--- config.mk ---
export PLATFORM = sky130hd
export DESIGN_NAME = gsm_tdm_sequencer
export DESIGN_NICKNAME = d
export VERILOG_FILES = /design/src/rtl/gsm_pkg.sv /design/src/rtl/gsm_seq_dly.sv /design/src/rtl/gsm_tdm_sequencer.sv
export SDC_FILE = /design/constraint.sdc
export NUM_CORES = 1
export LEC_CHECK = 0
export BUFFER_PORTS_ARGS = -buffer_cell sky130_fd_sc_hd__buf_2
export CORE_MARGIN = 3
export CORE_UTILIZATION = 55
export DETAILED_ROUTE_END_ITERATION = 10
export PLACE_DENSITY = 0.8
export SLEW_MARGIN = 10
export SYNTH_ARGS = -nofsm -noshare
export SYNTH_HDL_FRONTEND = slang
export SYNTH_HIERARCHICAL = 1
export SYNTH_SLANG_ARGS = --single-unit
--- constraint.sdc ---
create_clock -name sys_clk -period 3.75 [get_ports sys_clk]
set_clock_uncertainty 0.2 [all_clocks]
set_input_delay 0.1875 -clock sys_clk [delete_from_list [all_inputs] [get_ports sys_clk]]
set_output_delay 0.1875 -clock sys_clk [all_outputs]
set_load 0.05 [all_outputs]
--- src/rtl/gsm_pkg.sv ---
// Shared types and default sizing for the GSM TDM FIR sequencer.
package gsm_pkg;

    // Default time-share configuration: 4 phases, 2-bit index, 2-cycle product pipe.
    localparam int NUM_PHASES_DEF = 4;
    localparam int PH_W_DEF       = 2;
    localparam int PIPE_LAT_DEF   = 2;

    // Drain counter covers PIPE_LAT up to 7.
    localparam int DRAIN_W = 3;

    typedef enum logic [1:0] {
        ST_IDLE  = 2'd0,
        ST_RUN   = 2'd1,
        ST_DRAIN = 2'd2
    } seq_state_t;

    typedef enum logic {
        BANK_0 = 1'b0,
        BANK_1 = 1'b1
    } coef_bank_t;

endpackage

--- src/rtl/gsm_seq_dly.sv ---
// Delay line that re-times phase issue to the accumulator input.
// Each stage carries the issue-valid bit and whether the issued phase was 0,
// which is all the accumulator needs to know about the delayed phase.
module gsm_seq_dly #(
    parameter int PH_W     = 2,
    parameter int PIPE_LAT = 2
) (
    input  logic            sys_clk,
    input  logic            reset,
    input  logic            vld_i,
    input  logic [PH_W-1:0] phase_i,
    output logic            acc_en_o,
    output logic            acc_clr_o
);

    logic [PIPE_LAT-1:0] vld_q;
    logic [PIPE_LAT-1:0] first_q;

    // Shift register; reset flushes in-flight phases so an aborted pass leaves no trace.
    always_ff @(posedge sys_clk) begin
        if (reset) begin
            vld_q   <= '0;
            first_q <= '0;
        end else begin
            vld_q[0]   <= vld_i;
            first_q[0] <= vld_i && (phase_i == '0);
            for (int i = 1; i < PIPE_LAT; i++) begin
                vld_q[i]   <= vld_q[i-1];
                first_q[i] <= first_q[i-1];
            end
        end
    end

    assign acc_en_o  = vld_q[PIPE_LAT-1];
    assign acc_clr_o = first_q[PIPE_LAT-1];

endmodule

--- src/rtl/gsm_tdm_sequencer.sv ---
// Phase sequencer for the time-shared symmetric FIR: one pass of phase
// indices per sample strobe, aligned accumulator control, overrun flag and
// coefficient-bank handshake. Optional macro SEQ_OVR_CNT_EN adds a
// saturating dropped-strobe counter on port ovr_cnt.
module gsm_tdm_sequencer
    import gsm_pkg::*;
#(
    parameter int NUM_PHASES = NUM_PHASES_DEF,
    parameter int PH_W       = PH_W_DEF,
    parameter int PIPE_LAT   = PIPE_LAT_DEF
) (
    input  logic            sys_clk,
    input  logic            reset,
    input  logic            sam_clk_en,
    output logic [PH_W-1:0] phase,
    output logic            phase_vld,
    output logic            acc_clr,
    output logic            acc_en,
    output logic            y_load,
    output logic            busy,
    output logic            overrun,
    input  logic            ovr_clr,
    input  logic            bank_req,
    output logic            bank_ack,
`ifdef SEQ_OVR_CNT_EN
    output logic [7:0]      ovr_cnt,
`endif
    output logic            bank_sel
);

    localparam logic [PH_W-1:0]    LAST_PH   = PH_W'(NUM_PHASES - 1);
    localparam logic [DRAIN_W-1:0] LAST_DRN  = DRAIN_W'(PIPE_LAT - 1);

    seq_state_t         state_q, state_d;
    logic [PH_W-1:0]    phase_q, phase_d;
    logic [DRAIN_W-1:0] drain_q, drain_d;
    logic               phase_vld_q, phase_vld_d;
    logic               busy_q, busy_d;
    logic               y_load_q, y_load_d;
    logic               overrun_q, overrun_d;
    logic               bank_ack_q, bank_ack_d;
    logic               armed_q, armed_d;
    coef_bank_t         bank_q, bank_d;
    logic               drop;
    logic               swap;

    // A strobe while a pass is running is dropped; swaps only happen in a quiet IDLE cycle.
    assign drop = sam_clk_en && (state_q != ST_IDLE);
    assign swap = (state_q == ST_IDLE) && bank_req && armed_q && !sam_clk_en;

    // State register.
    always_ff @(posedge sys_clk) begin
        if (reset) begin
            state_q <= ST_IDLE;
        end else begin
            state_q <= state_d;
        end
    end

    // Next-state: IDLE -> RUN on strobe, RUN -> DRAIN after last phase, DRAIN -> IDLE after PIPE_LAT cycles.
    always_comb begin
        state_d = state_q;
        case (state_q)
            ST_IDLE:  if (sam_clk_en) state_d = ST_RUN;
            ST_RUN:   if (phase_q == LAST_PH) state_d = ST_DRAIN;
            ST_DRAIN: if (drain_q == LAST_DRN) state_d = ST_IDLE;
            default:  state_d = ST_IDLE;
        endcase
    end

    // Next values of the registered outputs and the bookkeeping counters.
    always_comb begin
        phase_d     = phase_q;
        phase_vld_d = 1'b0;
        drain_d     = drain_q;
        busy_d      = (state_d != ST_IDLE);
        y_load_d    = (state_q == ST_DRAIN) && (state_d == ST_IDLE);
        case (state_q)
            ST_IDLE: begin
                if (sam_clk_en) begin
                    phase_d     = '0;
                    phase_vld_d = 1'b1;
                end
            end
            ST_RUN: begin
                drain_d = '0;
                if (phase_q != LAST_PH) begin
                    phase_d     = phase_q + 1'b1;
                    phase_vld_d = 1'b1;
                end
            end
            ST_DRAIN: drain_d = drain_q + 1'b1;
            default: ;
        endcase

        overrun_d  = drop ? 1'b1 : (ovr_clr ? 1'b0 : overrun_q);
        bank_ack_d = swap;
        bank_d     = bank_q;
        armed_d    = armed_q;
        if (swap) begin
            bank_d  = (bank_q == BANK_0) ? BANK_1 : BANK_0;
            armed_d = 1'b0;
        end else if (!bank_req) begin
            armed_d = 1'b1;
        end
    end

    // Output and bookkeeping registers; armed comes out of reset ready for one swap.
    always_ff @(posedge sys_clk) begin
        if (reset) begin
            phase_q     <= '0;
            phase_vld_q <= 1'b0;
            drain_q     <= '0;
            busy_q      <= 1'b0;
            y_load_q    <= 1'b0;
            overrun_q   <= 1'b0;
            bank_ack_q  <= 1'b0;
            bank_q      <= BANK_0;
            armed_q     <= 1'b1;
        end else begin
            phase_q     <= phase_d;
            phase_vld_q <= phase_vld_d;
            drain_q     <= drain_d;
            busy_q      <= busy_d;
            y_load_q    <= y_load_d;
            overrun_q   <= overrun_d;
            bank_ack_q  <= bank_ack_d;
            bank_q      <= bank_d;
            armed_q     <= armed_d;
        end
    end

`ifdef SEQ_OVR_CNT_EN
    logic [7:0] ovr_cnt_q, ovr_cnt_d;

    // Saturating count of dropped strobes; a clear beats an increment.
    always_comb begin
        ovr_cnt_d = ovr_cnt_q;
        if (ovr_clr) begin
            ovr_cnt_d = '0;
        end else if (drop && (ovr_cnt_q != 8'hFF)) begin
            ovr_cnt_d = ovr_cnt_q + 8'd1;
        end
    end

    // Dropped-strobe counter register.
    always_ff @(posedge sys_clk) begin
        if (reset) begin
            ovr_cnt_q <= '0;
        end else begin
            ovr_cnt_q <= ovr_cnt_d;
        end
    end

    assign ovr_cnt = ovr_cnt_q;
`endif

    gsm_seq_dly #(
        .PH_W     (PH_W),
        .PIPE_LAT (PIPE_LAT)
    ) u_dly (
        .sys_clk   (sys_clk),
        .reset     (reset),
        .vld_i     (phase_vld_q),
        .phase_i   (phase_q),
        .acc_en_o  (acc_en),
        .acc_clr_o (acc_clr)
    );

    assign phase     = phase_q;
    assign phase_vld = phase_vld_q;
    assign busy      = busy_q;
    assign y_load    = y_load_q;
    assign overrun   = overrun_q;
    assign bank_ack  = bank_ack_q;
    assign bank_sel  = bank_q;

endmodule

# Word level (Yosys, flattened, before mapping)
# Cells that the tools add are included.
# totals
latchBits	0
memories	0
regBits	18
elab_cells	54
ramBits	0
rom_bits	0
inputBits	5
# classes
div	0
mul	0
n_bitwise	0
magnitude_cmp	0
eq_ne	8
mux	16
n_shift	0
reduce_logical	16
addsub	2
# ops
op	count
two-way mux 2 bit	5
nonzero test 2 bit	5
two-way mux 1 bit	7
logical AND 1 bit	6
logical NOT 2 bit	3
!= test 2 bit, second input constant	3
one-hot mux 2 bit (3 select lines)	1
one-hot mux 3 bit (2 select lines)	1
equality test 2 bit, second input constant	2
one-hot mux 2 bit (2 select lines)	1
adder 3 x 1 -> 3 bit, second input constant	1
equality test 3 x 1 -> 1 bit, second input constant	1
AND reduction 3 bit	1
adder 2 x 1 -> 2 bit, second input constant	1
equality test 2 x 1 -> 1 bit, second input constant	1
!= test 2 x 1 -> 1 bit, second input constant	1
one-hot mux 1 bit (2 select lines)	1
logical NOT 1 bit	1

# Longest topological paths before layout
# Gate-level depths: netlist (run 1).
# logic_depth
word_depth	5
mapped_depth	6

# Cells and area by module
# Netlist (run 1), hierarchy kept.
# by_module_without_submodules
module	cells_per_inst	seq_area_each_um2	area_each_um2	n_inst
gsm_tdm_sequencer	74	280.3	654.4	1
gsm_seq_dly	8	80.1	113.9	1

# Worst setup path before layout (run 1)
# OpenSTA, ideal clock, no wires.
# synth_path
path_kind	reg2reg
start	register phase_q[0], in the netlist phase[0]
end	register y_load_q, in the netlist y_load
synth_period_minus_slack_ps	1847
path_buffers	0
arrival_time_ps	1530
slack_ps	1903
path_stages_with_launch	5
path_cell_list	dfxtp_1 -> ha_1 -> a21oi_1 -> a211o_1 -> and4b_1
# synth_between
elab_chain_cells	5
# synth_rtl
item	line_no	source
from (decl)	gsm_tdm_sequencer.sv:35	logic [PH_W-1:0] phase_q, phase_d;
from (signal assigned)	gsm_tdm_sequencer.sv:121	phase_q <= phase_d;
equality test 2 bit	gsm_tdm_sequencer.sv:65	ST_RUN: if (phase_q == LAST_PH) state_d = ST_DRAIN;
two-way mux 2 bit	gsm_tdm_sequencer.sv:65	
one-hot mux 2 bit (3 select lines)	gsm_tdm_sequencer.sv:63	case (state_q)
logical NOT 2 bit	gsm_tdm_sequencer.sv:77	y_load_d = (state_q == ST_DRAIN) && (state_d == ST_IDLE);
logical AND 1 bit	gsm_tdm_sequencer.sv:77	
to (signal assigned)	gsm_tdm_sequencer.sv:125	y_load_q <= y_load_d;
to (decl)	gsm_tdm_sequencer.sv:39	logic y_load_q, y_load_d;
# No other way between the ends.
# A chain may end at the register's enable or synchronous reset.

# Final worst setup path (run 1)
# layout_path
start	register state_q[0]
end	register y_load_q, in the netlist y_load
# layout_between
elab_chain_cells	4
elab_cells_between_ends	9
# layout_rtl
item	line_no	source
from (decl)	gsm_tdm_sequencer.sv:34	seq_state_t state_q, state_d;
from (signal assigned)	gsm_tdm_sequencer.sv:56	state_q <= state_d;
equality test 2 bit (tied with other cells)	gsm_tdm_sequencer.sv:63, gsm_tdm_sequencer.sv:77	
one-hot mux 2 bit (3 select lines)	gsm_tdm_sequencer.sv:63	
logical NOT 2 bit	gsm_tdm_sequencer.sv:77	
logical AND 1 bit (*)	gsm_tdm_sequencer.sv:77	
# Every way passes the cells marked *; elsewhere a longest branch is shown, timed or not.

==> results.txt, run 1 <==
- Min Hold Slack: 0.00972 ns
- Std cell rows: 12
- Headroom to the max-slew limit came out at 80.5%.
- In this run the number of cells on the critical path is 6.
- STA classifies the critical path startpoint as a register.
- Result of the run: complete, no violations
* Final #Nets: 113
* Largest area contributor in the synthesized netlist: sky130_fd_sc_hd__dfxtp_1
* Proportion of netlist area held by the largest area contributor: 46.9%
- CP bufs+invs: 1
- Largest stage delay, worst path: 0.35 ns
* Critical Path RT: 3.74 ns
- Final number of hold-violating endpoints: 0
- The number of setup buffers added after CTS is 0.
- The first global-routing pass estimated 2400 um of wire.
- Worst EP arrival: 1.76 ns
* Synthesis-to-layout area growth: 15.1%
- In this run the number of H-tree levels came out at 1.
- Setup slack of the worst register-to-register path: 1.98 ns
- Global routing consumed, on the met3 layer, 7.05% of the routing resources.
- 0 antenna diodes ended up in the layout.
- Total clock sinks: 18
- Post-Place Setup Slack: 2.00 ns
- Top Family by Delay on Critical Path: simple AND/OR/NAND/NOR gates
- The number of nets handed over by synthesis was 94.
- Chip height: 43.4 um
* Portion of the post-synthesis area used by sequential elements: 46.9%
- The worst hold path belongs to the class input port to register.
* Count of input and output buffers: 14
- Crit Reg-Reg Endpoint: y_load
- For the pin with the worst max-slew slack, the measured transition is 0.292 ns.
- The library cells used most frequently in the layout, excluding fill and tap cells, are sky130_fd_sc_hd__dfxtp_1, sky130_fd_sc_hd__buf_2, sky130_fd_sc_hd__inv_1, sky130_fd_sc_hd__a21oi_1.
- HPWL Detailed: 986 um
* Post-route DRC: 0
* Synth area leaders: sky130_fd_sc_hd__dfxtp_1, sky130_fd_sc_hd__ha_1, sky130_fd_sc_hd__a21oi_1
- Average routed wire per standard cell: 11.8 um
- Number of hold-repair buffers added at the cts stage: 1
* Finish-stage setup viols: 0
* IR Drop Worst-Case VDD: 0.238 mV
- Entering global routing, the biggest net connects 18 pins.
- Core ar.: 0.00120 mm2
- R2R Path Start: state_q[0]
- Switching power total: 105 uW
- Dividing the detail-routed via count by the number of cells gives 5.27.
- The first routing iteration left 7 violations.
- Final wirelength: 1340 um
* Final worst path period need: 1.77 ns
- The initial antenna violation count came to 0.
- The worst setup path is captured at a register.
- The die covers 0.00188 mm2.
- The via count of the first global-routing pass came to 560.
- Synthesis produced 82 cells.
- Among all stages on the critical path, the largest delay is contributed by sky130_fd_sc_hd__dfxtp_1.
- After detailed placement, the total cell area comes to 852 um2.
- Yosys mapped the design onto 25 distinct sky130hd cell types.
* Via count: 596
- Clock-pin slew reported for the worst setup and hold paths after clock tree synthesis: 0.09 ns
* PnR worst setup slack: 1.98 ns
- Post-cts repair resize count: 0
- Fraction of final layout cells sized beyond drive strength 1: 20.2%
* Final Instance Area: 885 um2
- During synthesis, Yosys emitted a total of 6 warnings.
- Met1 track demand over resource: 22.0%
* Clock tree root buffer cell: sky130_fd_sc_hd__clkbuf_4
* Comb pwr share: 18.5%
* Buffer depth of the longest clock path: 2
- Clock latency on the worst-skew pair, taken at its later pin, is 0.28 ns.
- The critical path goes through inv_1 > ha_1 > and2b_4 > nor2_2 > a211o_1 > and4b_1.
- Before antenna repair, the detailed router went through 4 iterations.
- Summed over all cells, the static leakage comes to 0.000409 uW.
- WS Path Type: register to register
- Total global routing overflow: 0
* Clock network power share: 25.2%
- Overall track demand over capacity in global routing: 16.7%
- CTS tree: done
- Number of I/O pins: 15
- Power spread over the standard cell area amounts to 413 mW/mm2.
- The initial utilization of the core area, before any placement, comes to 64.0%.
- Across the run, the number of max-cap violations was 0.
- The count of cells in the finished layout, fillers not included, comes to 113.
* Peak fanout along the critical path: 7
- After global routing, the most crowded layer is met2.
* Cell area after synthesis: 768 um2
- Share of the cycle needed by the critical path after routing: 47.2%
* Global routing usage on met2: 24.5%
- The worst hold path begins at ovr_clr.
- Gpl congestion: 0.838
* WHS Path Cells: 4
- Synthesis inferred 18 register bits.
- Sequential group share of total power: 56.3%
- Counting cells, the worst reg-to-reg path comes to 6.
* Clock buffers created by TritonCTS: 3
- The library cell used most frequently in the layout, excluding fill and tap cells, is sky130_fd_sc_hd__dfxtp_1.
- Internal power component: 260 uW
- The path with the worst hold slack has its endpoint at overrun.
- Once detail routing completed, the nets flagged for antenna violations numbered 0.
- Setup total negative slack on the finished layout was measured at 0 ns.
- Including well taps, the total number of placed cells is 109.
- Net switching is 28.9% of the power.
- Per-instance average area after synthesis: 9.37 um2
* Max Freq: 0.565 GHz
- Unrepaired setup endpoints after global routing: no
- Max-slew violations: 0
- Chip Width: 43.4 um
[worst register-to-register path: cells and delay by family (launching register included)]
| kind | cells | cell delay [ns] |
|---|---|---|
| fa+ha+maj | 1 | 0.25 |
| compound gates | 1 | 0.32 |
| simple gates | 3 | 0.46 |
| buf+inv | 1 | 0.09 |
| flops | 1 | 0.35 |
[area by class of cell]
type                            instances  area, um2
Clock buffer                            3       22.5
Fill cell                             103        317
Inverter                                8       30.0
Multi-Input combinational cell         55        374
Sequential cell                        18        360
Tap cell                               14       17.5
Timing Repair Buffer                   15       80.1
[metal layers]
| layer | part of all wire, % | wire length [um] |
|---|---|---|
| met1 | 49 | 653 |
| met3 | 6.3 | 85 |
| met5 | 0 | 0 |
| met2 | 44 | 587 |
| met4 | 0.97 | 13 |
[synth_stat cells]
cell	number
sky130_fd_sc_hd__nor2_2	1
sky130_fd_sc_hd__buf_1	1
sky130_fd_sc_hd__ha_1	7
sky130_fd_sc_hd__nand2_1	3
sky130_fd_sc_hd__and3_1	1
sky130_fd_sc_hd__nand2b_1	4
sky130_fd_sc_hd__and4b_1	1
sky130_fd_sc_hd__a311o_1	1
sky130_fd_sc_hd__o21bai_1	1
sky130_fd_sc_hd__and2_1	1
sky130_fd_sc_hd__nand3_1	2
sky130_fd_sc_hd__o21ai_0	1
sky130_fd_sc_hd__a211o_1	1
sky130_fd_sc_hd__nand3b_1	2
sky130_fd_sc_hd__inv_1	8
sky130_fd_sc_hd__nor3_1	1
sky130_fd_sc_hd__nor2b_1	4
sky130_fd_sc_hd__o21ai_1	4
sky130_fd_sc_hd__a22oi_1	2
sky130_fd_sc_hd__xor2_1	1
sky130_fd_sc_hd__nor4b_2	1
sky130_fd_sc_hd__dfxtp_1	18
sky130_fd_sc_hd__and2b_4	1
sky130_fd_sc_hd__a21oi_1	8
sky130_fd_sc_hd__nor2_1	7
[through the flow]
step / utilization, % / total power, uW
finish: 73.6 / 365
global route: 73.6 / 387
CTS: 73.6 / 368
detailed placement: 70.9 / 277
global placement: 70.9 / 275
floorplan: - / 261
[worst max path at each step]
stage / endpoint / slack [ns] / startpoint
5_1_grt: y_load / 1.85 / state_q[0]
6_report: y_load / 1.98 / state_q[0]
3_3_place_gp: y_load / 2.04 / state_q[1]
4_1_cts: y_load / 1.98 / state_q[0]
3_5_place_dp: y_load / 2.00 / state_q[0]
2_1_floorplan: y_load / 1.90 / phase[0]
[sequential cells by signal (all words and copies together), names as in the netlist]
| register | count |
|---|---|
| phase | 2 |
| drain_q | 3 |
| overrun | 1 |
| y_load | 1 |
| bank_ack | 1 |
| u_dly/first_q | 2 |
| phase_vld | 1 |
| bank_sel | 1 |
| busy | 1 |
| armed_q | 1 |
| state_q | 2 |
| u_dly/vld_q | 2 |
[power groups by stage]
stage | Sequential (uW) | Combinational (uW) | Clock (uW)
floorplan | 231 | 29.2 | 0
detailed placement | 210 | 66.5 | 0
finish | 206 | 67.8 | 91.9
CTS | 206 | 67.7 | 94.3
global placement | 210 | 65.2 | 0
global route | 207 | 74.4 | 106
[logic make-up (layout without fill, tap and decap cells)]
kind of cell / count (synthesis) / count (layout) / share of synthesized area [%]
adder cells (fa/ha/maj): 7 / 7 / 11.4
buffers and inverters: 9 / 26 / 4.40
AND/OR/NAND/NOR: 29 / 29 / 22.3
AO/OA/AOI/OAI: 18 / 18 / 13.8
flip-flops: 18 / 18 / 46.9
XOR/XNOR: 1 / 1 / 1.14
Power figures use the tool's default switching activity.
==> run 2, diff against run 1 <==
--- a/config.mk
+++ b/config.mk
@@ -5,11 +5,12 @@
 export SDC_FILE = /design/constraint.sdc
 export NUM_CORES = 1
 export LEC_CHECK = 0
+export ABC_AREA = 1
 export BUFFER_PORTS_ARGS = -buffer_cell sky130_fd_sc_hd__buf_2
 export CORE_MARGIN = 3
-export CORE_UTILIZATION = 55
+export CORE_UTILIZATION = 52
 export DETAILED_ROUTE_END_ITERATION = 10
-export PLACE_DENSITY = 0.8
+export PLACE_DENSITY = 0.75
 export SLEW_MARGIN = 10
 export SYNTH_ARGS = -nofsm -noshare
 export SYNTH_HDL_FRONTEND = slang
==> constraint.sdc (replaced) <==
create_clock -name sys_clk -period 1.77 [get_ports sys_clk]
set_clock_uncertainty 0.2 [all_clocks]
set_input_delay 0.0885 -clock sys_clk [delete_from_list [all_inputs] [get_ports sys_clk]]
set_output_delay 0.0885 -clock sys_clk [all_outputs]
set_load 0.05 [all_outputs]
==> run 2 against run 1 <==
  * Design area up 11%
  * Via count is 21% higher
  * Sequential share of layout area shrank 4.1 points
  * Critical endpoint unchanged
==> results.txt, run 2 <==
- For this run, the leading register cell type out of synthesis is sky130_fd_sc_hd__dfxtp_1.
- The post-detailed-placement half-perimeter wirelength was 1250 um (+27%).
* Clock tree root buffer cell: sky130_fd_sc_hd__clkbuf_4
* Sum of negative setup slack: 0 ns (unchanged)
- The leakage power is 0.000494 uW (+21%).
- Average routed wire per standard cell: 11.8 um (-0.84%)
* R2R cell count: 7 (+1)
* Per-instance average area after synthesis: 7.66 um2 (-18%)
* Syn. warnings: 6 (unchanged)
* Unrepaired setup endpoints after global routing: no
- Synthesis-to-layout area growth: 20.2%
- Final wirelength: 1690 um (+26%)
* Worst EP arrival: 1.63 ns (-0.13 ns)
- The proportion of layout cells with a drive suffix above 1 came to 24.0% (+3.8 points).
- WHS Path Cells: 2 (-2)
- The post-placement cell area was 908 um2 (+6.6%).
- Synth area leaders: sky130_fd_sc_hd__dfxtp_1, sky130_fd_sc_hd__ha_1, sky130_fd_sc_hd__inv_1
- Startpoint types: register
- Most common cell in the netlist: sky130_fd_sc_hd__dfxtp_1
* Internal power component: 622 uW (+140%)
* Switching power total: 290 uW (+180%)
* Std cell rows: 13 (+1)
* Detailed-router iteration count before antenna repair: 4 (unchanged)
- Sequential group share of total power: 49.4% (-6.9 points)
* Least-Margin Pin Slew: 0.256 ns (-0.0355 ns)
- The switching part of the total was 31.8% (+3.0 points).
* Comb pwr share: 22.5% (+4.0 points)
- Cell area after synthesis: 820 um2 (+6.7%)
- The number of levels the H-tree was split into was 1 (unchanged).
- Summed over all instances, the cell type with the most area after synthesis is sky130_fd_sc_hd__dfxtp_1.
* Gpl congestion: 0.875 (+4.4%)
- Kind of end point of the critical path: register
- The number of register bits inferred by synthesis came to 18 (unchanged).
- In this run the most critical hold path is launched from u_dly/first_q[0].
* Overall track demand over capacity in global routing: 19.2% (+2.5 points)
* Most frequent cells in the layout: sky130_fd_sc_hd__dfxtp_1, sky130_fd_sc_hd__inv_1, sky130_fd_sc_hd__nand2_1
* Via count: 719 (+21%)
- The number of placed I/O pins is 15 (unchanged).
- Clock-pin slew reported for the worst setup and hold paths after clock tree synthesis: 0.10 ns (about the same)
- The design area was 985 um2 (+11%).
* Max Freq: 0.615 GHz (+8.9%)
- The wire length of the first global-routing pass came to 2850 um (+19%).
- The number of remaining DRC errors came to 0 (unchanged).
- Number of distinct standard cells referenced by the synthesized netlist: 18 (-28%)
- The share of the cycle needed by the critical path after routing came to 91.9% (+45 points).
* Diode count: 0 (unchanged)
- The number of enable flip-flop cells after synthesis is 0 (unchanged).
- Most common library cell in the layout ignoring fill and taps: sky130_fd_sc_hd__dfxtp_1
- The max capacitance violation total is 0 (unchanged).
- Source-to-sink clock delay at the later pin of the worst-skew pair: 0.29 ns (about the same)
- The count of placed standard cells including taps was 136 (+25%).
- Synth async-reset ratio: 0% (unchanged)
- Chip Width: 45.7 um (+5.4%)
- Clock buffers created by TritonCTS: 3 (unchanged)
- Proportion of netlist area held by the largest area contributor: 44.0% (-2.9 points)
- The number of port buffers was 14 (unchanged).
* Result of the run: complete, no violations
- Core ar.: 0.00138 mm2 (+15%)
* Chip height: 45.7 um (+5.4%)
- The top fanout value on the critical path was 5 (-2).
- The power per cell area came to 926 mW/mm2 (+120%).
- Max-slew violations: 0 (unchanged)
- Buffer depth of the longest clock path: 2 (unchanged)
* R2R Path Start: state_q[1]
- The hold violation count in the final report came to 0 (unchanged).
- The area enclosed by the die boundary came to 0.00209 mm2 (+11%).
- The largest net degree at the start of global routing is 11 (-7).
* DRC marker count from the first detailed-route iteration: 15 (+8)
- The clock sink count was 18 (unchanged).
- Worst relative slew slack: 83.0% (+2.5 points)
- In this run the critical register-to-register path is captured at y_load.
- Non-Filler Instances: 144 (+27%)
* Initial cell density of the core: 59.3% (-4.7 points)
- Final Util: 71.2% (-2.4 points)
- The number of cells upsized or downsized after cts is 0 (unchanged).
- Portion of the post-synthesis area used by sequential elements: 44.0% (-2.9 points)
- The remaining global-route overflow came to 0 (unchanged).
- The synthesized net count was 119 (+27%).
- Detailed-route vias per instance: 4.99 (-5.3%)
- The initial antenna violation count was 0 (unchanged).
* Tot Pwr: 912 uW (+150%)
- The final-report setup violation count came to 0 (unchanged).
- Final #Nets: 142 (+26%)
- Class of the tightest hold or removal check: register to register
- Critical Path RT: 1.77 ns (-1.97 ns)
- drain_q holds more flip-flops than any other register.
* CTS tree: done
- Capture endpoint of the worst hold path: u_dly/first_q[1]
- Setup slack of the worst register-to-register path: 0.14 ns (-1.83 ns)
- IR Drop Worst-Case VDD: 0.842 mV (+250%)
* WS Path Type: register to register
* Number of flip-flops in the largest register: 3 (unchanged)
- Final ANT Viol Nets: 0 (unchanged)
- The via count of the first global-routing pass is 676 (+21%).
* Clock network power share: 28.0% (+2.8 points)
* Gate count of the mapped netlist: 107 (+30%)
- Top cell types by occurrence after synthesis: sky130_fd_sc_hd__dfxtp_1, sky130_fd_sc_hd__inv_1, sky130_fd_sc_hd__nand2_1, sky130_fd_sc_hd__nor2_1, sky130_fd_sc_hd__a21oi_1
- Final worst path period need: 1.63 ns (-0.145 ns)
[run 2: how the worst max path moves through the flow]
stage	slack, ns	from	endpoint	cells after the start
after floorplan	0.15	phase[0]	y_load	6
after global placement	0.27	state_q[1]	y_load	7
after CTS	0.18	state_q[1]	y_load	7
final	0.14	state_q[1]	y_load	7
after global routing	0.07	state_q[1]	y_load	7
after detailed placement	0.21	state_q[1]	y_load	7
[run 2: power by group through the flow]
stage                     registers (uW)  logic, uW  clock network (uW)
final                                451        205                 256
after global routing                 454        224                 276
after floorplan                      512       96.6                   0
after detailed placement             460        197                   0
after CTS                            451        205                 261
after global placement               458        192                   0
[run 2: worst max-delay path: stages (launching register included)]
cell and delay, ns:
sky130_fd_sc_hd__dfxtp_1 0.36, sky130_fd_sc_hd__inv_1 0.12, sky130_fd_sc_hd__ha_1 0.29, sky130_fd_sc_hd__nand2_2 0.13, sky130_fd_sc_hd__a21oi_2 0.19, sky130_fd_sc_hd__inv_1 0.06, sky130_fd_sc_hd__nor2_1 0.11, sky130_fd_sc_hd__nor2_1 0.06
[run 2: kinds of logic (layout without fill, tap and decap cells)]
family | count (synthesis) | count (layout) | share of synthesized area, %
DFF | 18 | 18 | 44.0
buffers and inverters | 22 | 44 | 10.1
adders and majority gates | 7 | 7 | 10.7
and+or+nand+nor | 45 | 45 | 24.4
AOI/OAI and AO/OA | 15 | 15 | 10.8
[run 2: stage by stage]
stage / hold WS, ns / setup slack, ns
after floorplan: -0.0424 / 0.147
after global placement: 0.102 / 0.274
after detailed placement: 0.105 / 0.212
after CTS: 0.216 / 0.176
after global routing: 0.226 / 0.0743
final: 0.214 / 0.144
[run 2: cell type report]
cell class | count | area, um2
Fill cell | 118 | 398
Multi-Input combinational cell | 67 | 377
Sequential cell | 18 | 360
Timing Repair Buffer | 18 | 110
Inverter | 22 | 82.6
Clock buffer | 4 | 36.3
Tap cell | 15 | 18.8
[run 2: per-layer routing]
metal	vias to the layer above	share of wire, %	GRT usage [%]
met5	-	0	0
met4	0	0.71	8.52
met3	2	5.0	3.56
met2	29	49	32.0
met1	310	45	23.8
li1	378	-	-
[run 2: timing repair]
item | in CTS | in global routing
hold buffers | 4 | 0
hold endpoints to repair | 10 | 0
setup buffers | 0 | 0
